File: config.mk
export PLATFORM = sky130hd
export DESIGN_NAME = leds_wb_arbiter
export DESIGN_NICKNAME = d
export VERILOG_FILES = /design/src/rtl/leds_wb_arbiter.sv
export SDC_FILE = /design/constraint.sdc
export NUM_CORES = 1
export LEC_CHECK = 0
export BUFFER_PORTS_ARGS = -buffer_cell sky130_fd_sc_hd__buf_2
export CORE_AREA = 3 3 51 99
export CTS_CLUSTER_DIAMETER = 120
export DETAILED_ROUTE_END_ITERATION = 10
export DIE_AREA = 0 0 54 102
export PLACE_DENSITY = 0.72
export REMOVE_ABC_BUFFERS = 1
export SYNTH_ARGS = -nofsm -noshare
export SYNTH_HDL_FRONTEND = slang
export SYNTH_SLANG_ARGS = --single-unit
File: constraint.sdc
create_clock -name clk -period 1.8 [get_ports clk]
set_input_delay 0.27 -clock clk [delete_from_list [all_inputs] [get_ports clk]]
set_output_delay 0.27 -clock clk [all_outputs]
set_load 0.01 [all_outputs]
File: src/rtl/leds_wb_arbiter.sv
// Two-master round-robin Wishbone arbiter in front of the LED slave.
// Grant is held for a whole bus cycle; a watchdog aborts transfers the slave never acknowledges.
module leds_wb_arbiter #(
   parameter int ADDR_WIDTH     = 1,
   parameter int DATA_WIDTH     = 16,
   parameter int TIMEOUT_CYCLES = 255
) (
   input  logic                  clk,
   input  logic                  reset,
   input  logic [ADDR_WIDTH-1:0] m0_address,
   input  logic [DATA_WIDTH-1:0] m0_writedata,
   output logic [DATA_WIDTH-1:0] m0_readdata,
   input  logic                  m0_strobe,
   input  logic                  m0_write,
   input  logic                  m0_cycle,
   output logic                  m0_ack,
   output logic                  m0_err,
   input  logic [ADDR_WIDTH-1:0] m1_address,
   input  logic [DATA_WIDTH-1:0] m1_writedata,
   output logic [DATA_WIDTH-1:0] m1_readdata,
   input  logic                  m1_strobe,
   input  logic                  m1_write,
   input  logic                  m1_cycle,
   output logic                  m1_ack,
   output logic                  m1_err,
   output logic [ADDR_WIDTH-1:0] s_address,
   output logic [DATA_WIDTH-1:0] s_writedata,
   input  logic [DATA_WIDTH-1:0] s_readdata,
   output logic                  s_strobe,
   output logic                  s_write,
   output logic                  s_cycle,
   input  logic                  s_ack,
   output logic [1:0]            grant
);

   typedef enum logic [1:0] {
      IDLE = 2'b00,
      OWN0 = 2'b01,
      OWN1 = 2'b10
   } state_t;

   localparam logic [15:0] TIMEOUT_VALUE = 16'(TIMEOUT_CYCLES);

   state_t                state;
   state_t                state_next;
   logic                  last_owner;
   logic                  last_owner_next;
   logic [15:0]           wd_count;
   logic [15:0]           wd_count_next;

   logic                  owning;
   logic                  owner_sel;
   logic                  owner_cycle;
   logic                  owner_strobe;
   logic                  owner_write;
   logic [ADDR_WIDTH-1:0] owner_address;
   logic [DATA_WIDTH-1:0] owner_writedata;
   logic                  timeout;

   // The owner's bus signals, selected once and shared by the next-state and output logic.
   always_comb begin
      owning          = (state != IDLE);
      owner_sel       = (state == OWN1);
      owner_cycle     = owner_sel ? m1_cycle     : m0_cycle;
      owner_strobe    = owner_sel ? m1_strobe    : m0_strobe;
      owner_write     = owner_sel ? m1_write     : m0_write;
      owner_address   = owner_sel ? m1_address   : m0_address;
      owner_writedata = owner_sel ? m1_writedata : m0_writedata;
      // A late ack in the very cycle the limit is reached still counts as a good transfer.
      timeout         = owning && (wd_count == TIMEOUT_VALUE) && !s_ack;
   end

   // Arbitration and watchdog counting; the counter only survives a cycle of stalled strobe.
   always_comb begin
      state_next      = state;
      last_owner_next = last_owner;
      wd_count_next   = '0;
      case (state)
         IDLE: begin
            if (m0_cycle && m1_cycle) begin
               state_next = last_owner ? OWN0 : OWN1;
            end else if (m0_cycle) begin
               state_next = OWN0;
            end else if (m1_cycle) begin
               state_next = OWN1;
            end
         end
         OWN0, OWN1: begin
            if (timeout || !owner_cycle) begin
               state_next      = IDLE;
               last_owner_next = owner_sel;
            end else if (owner_strobe && !s_ack) begin
               wd_count_next = wd_count + 16'd1;
            end
         end
         default: begin
            state_next = IDLE;
         end
      endcase
   end

   // Master 0 is favoured on the first tie after reset by pretending master 1 went last.
   always_ff @(posedge clk) begin
      if (reset) begin
         state      <= IDLE;
         last_owner <= 1'b1;
         wd_count   <= '0;
      end else begin
         state      <= state_next;
         last_owner <= last_owner_next;
         wd_count   <= wd_count_next;
      end
   end

   // Slave side sees only the owner; an asserted reset silences every handshake immediately.
   always_comb begin
      m0_readdata = s_readdata;
      m1_readdata = s_readdata;
      s_address   = '0;
      s_writedata = '0;
      s_strobe    = 1'b0;
      s_write     = 1'b0;
      s_cycle     = 1'b0;
      m0_ack      = 1'b0;
      m0_err      = 1'b0;
      m1_ack      = 1'b0;
      m1_err      = 1'b0;
      grant       = 2'b00;
      if (owning && !reset) begin
         s_address   = owner_address;
         s_writedata = owner_writedata;
         s_write     = owner_write;
         s_strobe    = owner_strobe && !timeout;
         s_cycle     = owner_cycle && !timeout;
         if (owner_sel) begin
            grant  = 2'b10;
            m1_ack = s_ack;
            m1_err = timeout;
         end else begin
            grant  = 2'b01;
            m0_ack = s_ack;
            m0_err = timeout;
         end
      end
   end

endmodule

==> run metrics, run 1 <==
Crit. End Element primary output; largest family of logic cells by synthesized area simple AND/OR/NAND/NOR gates; synthesized area 1490 sq um; peak supply drop 0.000458 V; failing checks negative setup slack; HPWL Detailed 3240 um; cells along the critical path inv_4 > ha_4 > or2_4 > buf_12 > nor2_2 > buf_2; filler cell count 386; Largest delay share family, worst path simple AND/OR/NAND/NOR gates; crit path DAT 1.58 ns; Critical R2R Launch state[0]; commonest non-fill, non-tap cell in the layout buf_2; initial antenna violation count 0; CTS Sinks 19; layout cells sized above 1 57.6%; final core occ 51.0%; r2r worst-path depth 6; vias per cell 5.08; cts bufs inserted 3; full die area 5510 sq um; IO Port Bufs 68; worst reg2reg endpoint state[0]; Yosys reg bits 19; clk_lat worst skew 0.25 ns; Worst path slowest cell dfxtp_4; Rows 34; hold wc startpoint reset; final wirelength 4960 um; Switch Pwr 0.000507 W; WHS Path Cells 2; Synth Instances 188; Hold Path End state[1]; ant diodes 0; crit-path max FO 8; starting density of the core 34.1%; Routed wire per std cell 16.7 um; mux cell area share after synthesis 13.6%; Placed Cells 281; die height 102 um; maximum number of pins on one net before global-route repair 17; Sw Share 33.9%; non-filler cells, final 297; DR pass1 iterations 4; Final Instance Area 2230 sq um; PnR worst setup slack -0.0467 ns; Worst-Margin Slew 0.289 ns; Max Clock Skew 0.00150 ns; post-synthesis simple-gate area fraction 27.1%; Startpoint Class register; worst-case clock buffer depth 2; Antenna Nets Post-Route 0; CTS clk-pin slew, worst paths 0.07 ns; fmax 542 MHz; CTS H-Tree Depth 1; Distinct cells, synth 30; Hold Slack 0.317 ns; Final period util 103%; hold_buf cts 0; drt first-iter violations 17; Crit path required time 1.53 ns; Synth Flop Type dfxtp_1; run status finished, violations left; max-cap viol count 0; Final GP Congestion 0.675; Gate power share 50.2%; clock power share 19.7%; Max Slew Vio Count 0; Synth Area in Compound Gates 3.52%; CP max stage delay 0.38 ns; Rel. slew slack 80.2%; Remaining DRCs 0; first-pass GRT wire length 5880 um; CP Class register to primary output; Synth Area in XOR/XNOR 8.21%; CTS root buf clkbuf_8; I/O Pins 117; RSZ-0062 raised after global routing yes; total core area 4380 sq um; fin nets 306; hold crit path type primary input to register; Syn Area/Cell 7.94 sq um; Final Setup Violations 11; Die Wd 54 um; Bufs and invs on worst path 3; R2R Setup Slk 0 ns; CTS tree yes; Cell Int Power 0.000991 W; PwrDens 671 nW/um^2; YS warnings 0; adder-cell area share of the yosys netlist 2.51%; Placement Cell Area 1730 sq um; register share of total power 30.1%; GRT Util Overall 14.2%; gr ovfl total 0; Area growth syn-to-layout 49.6%; leak pwr 0.928 nW; Final Hold Vio Count 0; sequential area share after synthesis 25.5%; via count 1508; number of enable flip-flop cells after synthesis 0; number of global-route vias before repair 1390; Place WS -0.0110 ns; Post-synth ARST share 0%; min cycle time layout 1.85 ns; most frequent cells in the layout buf_2 (57), nor2_1 (27), buf_4 (15), dfxtp_1 (14), buf_6 (14)
==> cell usage after synthesis (2+ instances only) <==
| cell | n | area share [%] |
|---|---|---|
| mux2_2 | 2 | 1.5 |
| nand4_1 | 5 | 2.1 |
| and2_1 | 2 | 0.84 |
| nor2_1 | 43 | 11 |
| and3_1 | 3 | 1.3 |
| nor3_1 | 3 | 1.0 |
| dfxtp_1 | 19 | 25 |
| o21ai_0 | 2 | 0.67 |
| nor4_4 | 2 | 2.8 |
| o31ai_1 | 2 | 1.0 |
| xor2_1 | 6 | 3.5 |
| nand3_1 | 7 | 2.3 |
| xnor2_1 | 8 | 4.7 |
| nor3b_1 | 2 | 1.0 |
| nand2_1 | 7 | 1.8 |
| buf_2 | 3 | 1.0 |
| and4_1 | 2 | 1.2 |
| inv_1 | 5 | 1.3 |
| ha_1 | 3 | 2.5 |
| mux2i_1 | 18 | 12 |
| buf_4 | 32 | 16 |
| clkbuf_1 | 4 | 1.0 |
==> what timing repair did <==
action	CTS	global route
pin swaps	8	19
setup endpoints to repair	26	26
gates resized for setup	19	66
cloned	0	1
setup buffers	10	1
==> worst register-to-register path: cells and delay by family, from the launching register on <==
family	cells	cell delay [ns]
compound gates	2	0.24
simple gates	1	0.51
fa+ha+maj	1	0.16
flops	1	0.33
buf+inv	1	0.08
mux	1	0.38
==> routing by layer <==
metal	up-vias	GRT usage (%)	wire, um
li1	707	-	-
met1	675	11.5	1610
met2	114	26.0	2410
met3	12	8.76	825
met4	0	5.57	120
met5	-	0	0
==> stage by stage <==
stage	setup TNS (ns)	total power, W
6_report	-0.329	0.00150
5_1_grt	-1.29	0.00157
3_5_place_dp	-0.0211	0.000892
4_1_cts	-0.0558	0.00125
2_1_floorplan	-8.09	0.000717
3_3_place_gp	0	0.000885
==> cells by family (layout without fill, tap and decap cells) <==
group / after synthesis / count (layout)
simple gates: 80 / 80
buf+inv: 45 / 100
mux: 20 / 20
flops: 19 / 19
xor+xnor: 14 / 14
compound gates: 7 / 7
fa+ha+maj: 3 / 3
==> flip-flops by register name, summed over array words and instances (netlist names) <==
| signal | flops |
|---|---|
| wd_count | 16 |
| state | 2 |
| last_owner | 1 |
==> power by group through the flow <==
| stage | sequential, W | clock, W | combinational [W] |
|---|---|---|---|
| floorplan | 0.000448 | 0 | 0.000269 |
| CTS | 0.000445 | 0.000306 | 0.000499 |
| global placement | 0.000449 | 0 | 0.000436 |
| finish | 0.000451 | 0.000295 | 0.000753 |
| detailed placement | 0.000450 | 0 | 0.000442 |
| global route | 0.000452 | 0.000321 | 0.000800 |
==> area by class of cell <==
type | count | area (sq um) | share of cell area, %
inverters | 5 | 23.8 | 1.06
repair buffers | 91 | 651 | 29.1
flip-flops and latches | 19 | 389 | 17.4
multi-input cells | 124 | 1060 | 47.3
clock buffers | 4 | 45.0 | 2.02
well taps | 54 | 67.6 | 3.03
==> worst max path at each step <==
stage                start         end  depth (start not counted)
2_1_floorplan     state[0]    state[0]                          6
3_3_place_gp      state[0]  last_owner                          7
3_5_place_dp      state[0]    state[0]                          7
4_1_cts        wd_count[1]    s_strobe                          6
5_1_grt        wd_count[1]    s_strobe                          6
6_report          state[1]     s_cycle                          6
Note: power is estimated with default switching activity, not from simulation.
==> run 2, diff against run 1 <==
--- a/config.mk
+++ b/config.mk
@@ -5,12 +5,14 @@
 export SDC_FILE = /design/constraint.sdc
 export NUM_CORES = 1
 export LEC_CHECK = 0
+export ABC_AREA = 1
 export BUFFER_PORTS_ARGS = -buffer_cell sky130_fd_sc_hd__buf_2
-export CORE_AREA = 3 3 51 99
+export CORE_AREA = 3 3 51 100
+export CTS_BUF_LIST = sky130_fd_sc_hd__clkbuf_4 sky130_fd_sc_hd__clkbuf_8 sky130_fd_sc_hd__clkbuf_16
 export CTS_CLUSTER_DIAMETER = 120
 export DETAILED_ROUTE_END_ITERATION = 10
-export DIE_AREA = 0 0 54 102
-export PLACE_DENSITY = 0.72
+export DIE_AREA = 0 0 54 103
+export PLACE_DENSITY = 0.73
 export REMOVE_ABC_BUFFERS = 1
 export SYNTH_ARGS = -nofsm -noshare
 export SYNTH_HDL_FRONTEND = slang
==> run 2 against run 1 <==
  * The run still ends with negative setup slack left
  * Worst hold slack improved by 0.028 ns
  * Flip-flop and latch count is the same
  * Setup slack got worse by 0.052 ns
  * Count of clock-buffer cells in the layout shrank 1
  * Largest power group unchanged
  * Synthesized area increased by 2.4%
  * Combinational power rose by 58%
  * Non-clock buffer count down 7
  * Clock skew increased by 0.0014 ns
  * Clock power is 2% lower
  * Critical path depth increased by 1
  * Final area shrank 13%
  * Critical path type unchanged
==> run metrics, run 2 <==
run status finished, violations left; failing checks negative setup slack; Fin Setup TNS -1.56 ns; CTS H-Tree Depth 1; top-area cell type share of the netlist area 24.9%; register share of total power 24.8%; drt first-iter violations 34; clk_lat worst skew 0.25 ns; Sw Share 40.1%; Rel. slew slack 76.6%; Max Clock Skew 0.00295 ns; vias per cell 4.90; Startpoint Class register; synth top area cells dfxtp_1 (25%), buf_4 (16%), a22o_1 (10%), xor2_1 (6.3%), inv_1 (6.1%); Synth Instances 204; Final period util 105%; clock power share 14.7%; die height 103 um; Biggest register wd_count; cts bufs inserted 3; number of flip-flops under the largest register name 16; maximum number of pins on one net before global-route repair 17; peak supply drop 0.000632 V; Worst-Margin Slew 0.348 ns; Cell Int Power 0.00118 W; most frequent cells in the layout buf_2 (69), inv_1 (21), nor2_1 (19), a22o_1 (18), nand2_1 (18); Final Setup Violations 24; YS warnings 0; Distinct cells, synth 25; Crit. End Element primary output; min cycle time layout 1.90 ns; HPWL Detailed 3310 um; Gate power share 60.6%; total core area 4380 sq um; hold_buf cts 0; initial antenna violation count 0; layout cells sized above 1 51.4%; CTS tree yes; Switch Pwr 0.000786 W; CP dominant cell by count buf_4; DR pass1 iterations 4; first-pass GRT wire length 6570 um; synth cell count leaders buf_4 (32), inv_1 (25), nor2_1 (24), nand2_1 (21), dfxtp_1 (19); leak pwr 0.901 nW; I/O Pins 117; Overall Power 0.00196 W; most frequent cell after synthesis buf_4; fmax 527 MHz; hold crit path type primary input to register; starting density of the core 34.9%; synthesized area 1530 sq um; GRT Util Overall 16.1%; max-cap viol count 0; Antenna Nets Post-Route 0; Area growth syn-to-layout 26.4%; Max Slew Vio Count 0; final wirelength 4580 um; largest area contributor in the netlist dfxtp_1; crit-path max FO 6; full die area 5560 sq um; Remaining DRCs 0; CTS Sinks 19; biggest regs wd_count x16, state x2, last_owner x1; CP Class register to primary output; filler cell count 449; CTS root buf clkbuf_8; gr ovfl total 0; number of enable flip-flop cells after synthesis 0; Final Hold Vio Count 0; via count 1524; cells along the critical path buf_4 > ha_4 > nand2_4 > clkinvlp_4 > buf_4 > a22o_1 > buf_2; PnR worst setup slack -0.0984 ns; sequential area share after synthesis 24.9%; Crit path required time 1.53 ns; RSZ-0062 raised after global routing yes; Yosys reg bits 19; number of global-route vias before repair 1523; Post-synth ARST share 0%; Die Wd 54 um; Synth Flop Type dfxtp_1; Rows 34; crit path DAT 1.63 ns; PwrDens 1010 nW/um^2; ant diodes 0; Routed wire per std cell 14.7 um; Final GP Congestion 0.824; IO Port Bufs 68; CP max stage delay 0.34 ns; Worst path slowest cell dfxtp_2; Syn Area/Cell 7.49 sq um; worst-case clock buffer depth 2; CTS clk-pin slew, worst paths 0.07 ns; fin nets 320; commonest non-fill, non-tap cell in the layout buf_2
run 2: layout make-up:
cell class | instances | area [sq um] | area share [%]
clock inverter | 1 | 5.00 | 0.259
multi-input combinational | 121 | 853 | 44.1
inverter | 28 | 108 | 5.57
clock buffer | 3 | 41.3 | 2.14
timing repair inverter | 1 | 7.51 | 0.388
sequential | 19 | 385 | 19.9
tap | 54 | 67.6 | 3.50
timing repair buffer | 84 | 465 | 24.1
run 2: layer usage:
metal | global-route usage, % | part of all wire [%]
met1 | 12.1 | 30
met2 | 31.8 | 52
met3 | 7.96 | 16
met4 | 6.33 | 2.1
met5 | 0 | 0
run 2: worst paths after layout:
kind	from	to	slack, ns	depth (start not counted)
hold / removal	reset	last_owner	0.35	3
setup reg to reg	state[1]	wd_count[15]	0.13	10
hold reg to reg	last_owner	last_owner	0.45	2
setup / recovery	state[1]	s_writedata[3]	-0.1	7
run 2: critical path: cells and delay by family, from the launching register on:
family          cells  cell delay (ns)
compound gates      1             0.20
buf+inv             4             0.52
simple gates        1             0.12
fa+ha+maj           1             0.20
flops               1             0.34
run 2: cell families (layout without fill, tap and decap cells):
| kind of cell | count (synthesis) | in the layout | share of synthesized area (%) |
|---|---|---|---|
| and+or+nand+nor | 81 | 81 | 28.1 |
| buffers and inverters | 64 | 117 | 24.3 |
| AOI/OAI and AO/OA | 22 | 22 | 11.6 |
| DFF | 19 | 19 | 24.9 |
| xor gates and xnor gates | 14 | 14 | 8.02 |
| adders and majority gates | 3 | 3 | 2.46 |
| muxes | 1 | 1 | 0.655 |
run 2: per-stage QoR:
step,instances,hold slack [ns],setup slack [ns],cell area [sq um],utilization (%)
after floorplan,168,0.401,-0.375,1260,-
after global placement,293,0.438,0.0832,1690,38.6
after detailed placement,293,0.440,0.0466,1690,38.6
after CTS,309,0.338,-0.0693,1910,43.6
after global routing,311,0.368,-0.163,1930,44.1
final,311,0.345,-0.0984,1930,44.1
run 2: power by group through the flow:
stage | Sequential [W] | Combinational (W) | Clock, W
floorplan | 0.000482 | 0.000546 | 0
global placement | 0.000483 | 0.000855 | 0
detailed placement | 0.000486 | 0.000866 | 0
CTS | 0.000484 | 0.00114 | 0.000299
global route | 0.000491 | 0.00128 | 0.000313
finish | 0.000486 | 0.00119 | 0.000288
run 2: timing repair:
item                       in CTS  in global routing
setup endpoints to repair      25                 25
gates cloned                    3                  0
setup buffers                   9                  2
pin swaps                      12                  2
gates resized for setup        32                  2
==> run 3, diff against run 2 <==
--- a/config.mk
+++ b/config.mk
@@ -7,12 +7,14 @@
 export LEC_CHECK = 0
 export ABC_AREA = 1
 export BUFFER_PORTS_ARGS = -buffer_cell sky130_fd_sc_hd__buf_2
-export CORE_AREA = 3 3 51 100
+export CELL_PAD_IN_SITES_DETAIL_PLACEMENT = 1
+export CELL_PAD_IN_SITES_GLOBAL_PLACEMENT = 2
+export CORE_AREA = 3 3 72 141
 export CTS_BUF_LIST = sky130_fd_sc_hd__clkbuf_4 sky130_fd_sc_hd__clkbuf_8 sky130_fd_sc_hd__clkbuf_16
 export CTS_CLUSTER_DIAMETER = 120
 export DETAILED_ROUTE_END_ITERATION = 10
-export DIE_AREA = 0 0 54 103
-export PLACE_DENSITY = 0.73
+export DIE_AREA = 0 0 75 144
+export PLACE_DENSITY = 0.72
 export REMOVE_ABC_BUFFERS = 1
 export SYNTH_ARGS = -nofsm -noshare
 export SYNTH_HDL_FRONTEND = slang
==> run 3 against run 2 <==
  * Highest routed layer unchanged
  * Wire length rose by 8.6%
  * Largest power group unchanged
  * Critical endpoint is now s_writedata[5]
  * Sequential share of layout area decreased by 1.4 points
  * Non-clock buffer count is 2 lower
  * Core utilization decreased by 21 points
  * Final area up 7.2%
  * Combinational power grew 6%
  * The run still ends with negative setup slack left
  * Largest cell class unchanged
  * Die area increased by 94%
  * First-iteration DRC count decreased by 47%
  * Clock skew is essentially flat
==> run metrics, run 3 (synthesis results as in run 2) <==
Startpoint Class register; starting density of the core 16.7%; fmax 537 MHz; IO Port Bufs 68; CTS clk-pin slew, worst paths 0.06 ns; Final period util 103%; HPWL Detailed 4010 um; DR pass1 iterations 4; r2r worst-path depth 11; crit-path max FO 5; initial antenna violation count 0; vias per cell 4.25; CTS root buf clkbuf_16; layout cells sized above 1 51.2%; Place WS -0.0297 ns; final core occ 22.7%; final wirelength 4970 um; number of flip-flops under the largest register name 16; I/O Pins 117; leak pwr 0.903 nW; maximum number of pins on one net before global-route repair 17; CTS Sinks 19; number of global-route vias before repair 1538; biggest regs wd_count x16, state x2, last_owner x1; hold crit path type primary input to register; Rows 49; CP Class register to primary output; peak supply drop 0.000275 V; Fin Setup TNS -0.369 ns; min cycle time layout 1.86 ns; Rel. slew slack 76.5%; R2R Setup Slk 0.14 ns; Max Slew Vio Count 0; Placement Cell Area 1800 sq um; Final Hold Vio Count 0; Area growth syn-to-layout 35.6%; clk_lat worst skew 0.25 ns; cts bufs inserted 3; die height 144 um; commonest non-fill, non-tap cell in the layout buf_2; crit path DAT 1.59 ns; Final Setup Violations 13; filler cell count 1120; Setup crit end s_writedata[5]; Final GP Congestion 0.685; Routed wire per std cell 13.9 um; Die Wd 75 um; Crit path required time 1.53 ns; gr ovfl total 0; ant diodes 0; full die area 10800 sq um; hold_buf cts 0; Worst Setup SP state[0]; fin nets 319; Biggest register wd_count; Remaining DRCs 0; Antenna Nets Post-Route 0; total core area 9140 sq um; worst-case clock buffer depth 2; via count 1521; first-pass GRT wire length 7120 um; PwrDens 1070 nW/um^2; GRT Util Overall 8.68%; Crit. End Element primary output; worst reg2reg endpoint wd_count[15]; Worst-Margin Slew 0.350 ns; PnR worst setup slack -0.0616 ns; Critical R2R Launch state[0]; run status finished, violations left; area of the multi-input gates 877 sq um; most frequent cells in the layout buf_2 (67), inv_1 (21), nor2_1 (19), a22o_1 (18), nand2_1 (18); Max Clock Skew 0.00249 ns; drt first-iter violations 18; max-cap viol count 0; RSZ-0062 raised after global routing yes; CTS tree yes; Final Instance Area 2070 sq um; CTS H-Tree Depth 1; FF/Latch Area 384 sq um; failing checks negative setup slack
==> run 3: changes by cell type in the layout (fill, tap and decap cells not counted), moves of 2 or more <==
cell       previous run  this run
buf_2                69        67
buf_6                 2         5
clkbuf_16             0         3
buf_4                13         9
clkbuf_8              3         0
==> run 3: per-layer routing <==
layer	GRT usage [%]	vias up	wire length [um]
met5	0	-	0
met4	1.41	0	23
met3	3.90	2	726
met2	18.5	94	2790
met1	6.56	703	1430
li1	-	722	-
==> run 3: worst min-delay path by stage <==
| stage | startpoint | to | slack (ns) | cells after the start |
|---|---|---|---|---|
| floorplan | reset | last_owner | 0.40 | 2 |
| global placement | wd_count[0] | wd_count[0] | 0.44 | 1 |
| detailed placement | wd_count[0] | wd_count[0] | 0.45 | 1 |
| CTS | reset | last_owner | 0.35 | 3 |
| global route | reset | last_owner | 0.38 | 3 |
| finish | reset | last_owner | 0.35 | 3 |
==> run 3: repair_timing <==
item | CTS | global route
cloned | 3 | 0
setup buffers | 3 | 3
endpoints found under the setup margin | 26 | 25
resized for setup | 27 | 12
pin swaps | 8 | 6
==> run 3: layout make-up <==
class,count,share of cell area [%]
multi-input combinational,121,42.3
timing repair buffer,82,23.1
sequential,19,18.5
tap,102,6.16
inverter,28,5.31
clock buffer,3,3.62
timing repair inverter,2,0.724
clock inverter,1,0.241
==> run 3: power breakdown <==
group | leakage [nW] | internal, W | switching, W
logic | 0.707 | 0.000601 | 0.000662
clock network | 0.0409 | 0.000298 | 0.000164
registers | 0.155 | 0.000462 | 0.0000277
==> run 3: critical path, cell delays in order (launching register included) <==
cell	delay, ns
dfxtp_2	0.33
inv_4	0.07
ha_4	0.14
nor2_4	0.04
buf_6	0.12
nand2_8	0.09
clkinvlp_4	0.15
a22o_1	0.25
buf_2	0.13
==> run 3: metrics by stage <==
step,instances,hold slack [ns],total power [W]
4_1_cts,355,0.354,0.00214
5_1_grt,358,0.382,0.00239
3_5_place_dp,345,0.447,0.00144
3_3_place_gp,345,0.443,0.00143
2_1_floorplan,168,0.401,0.00103
6_report,358,0.353,0.00222
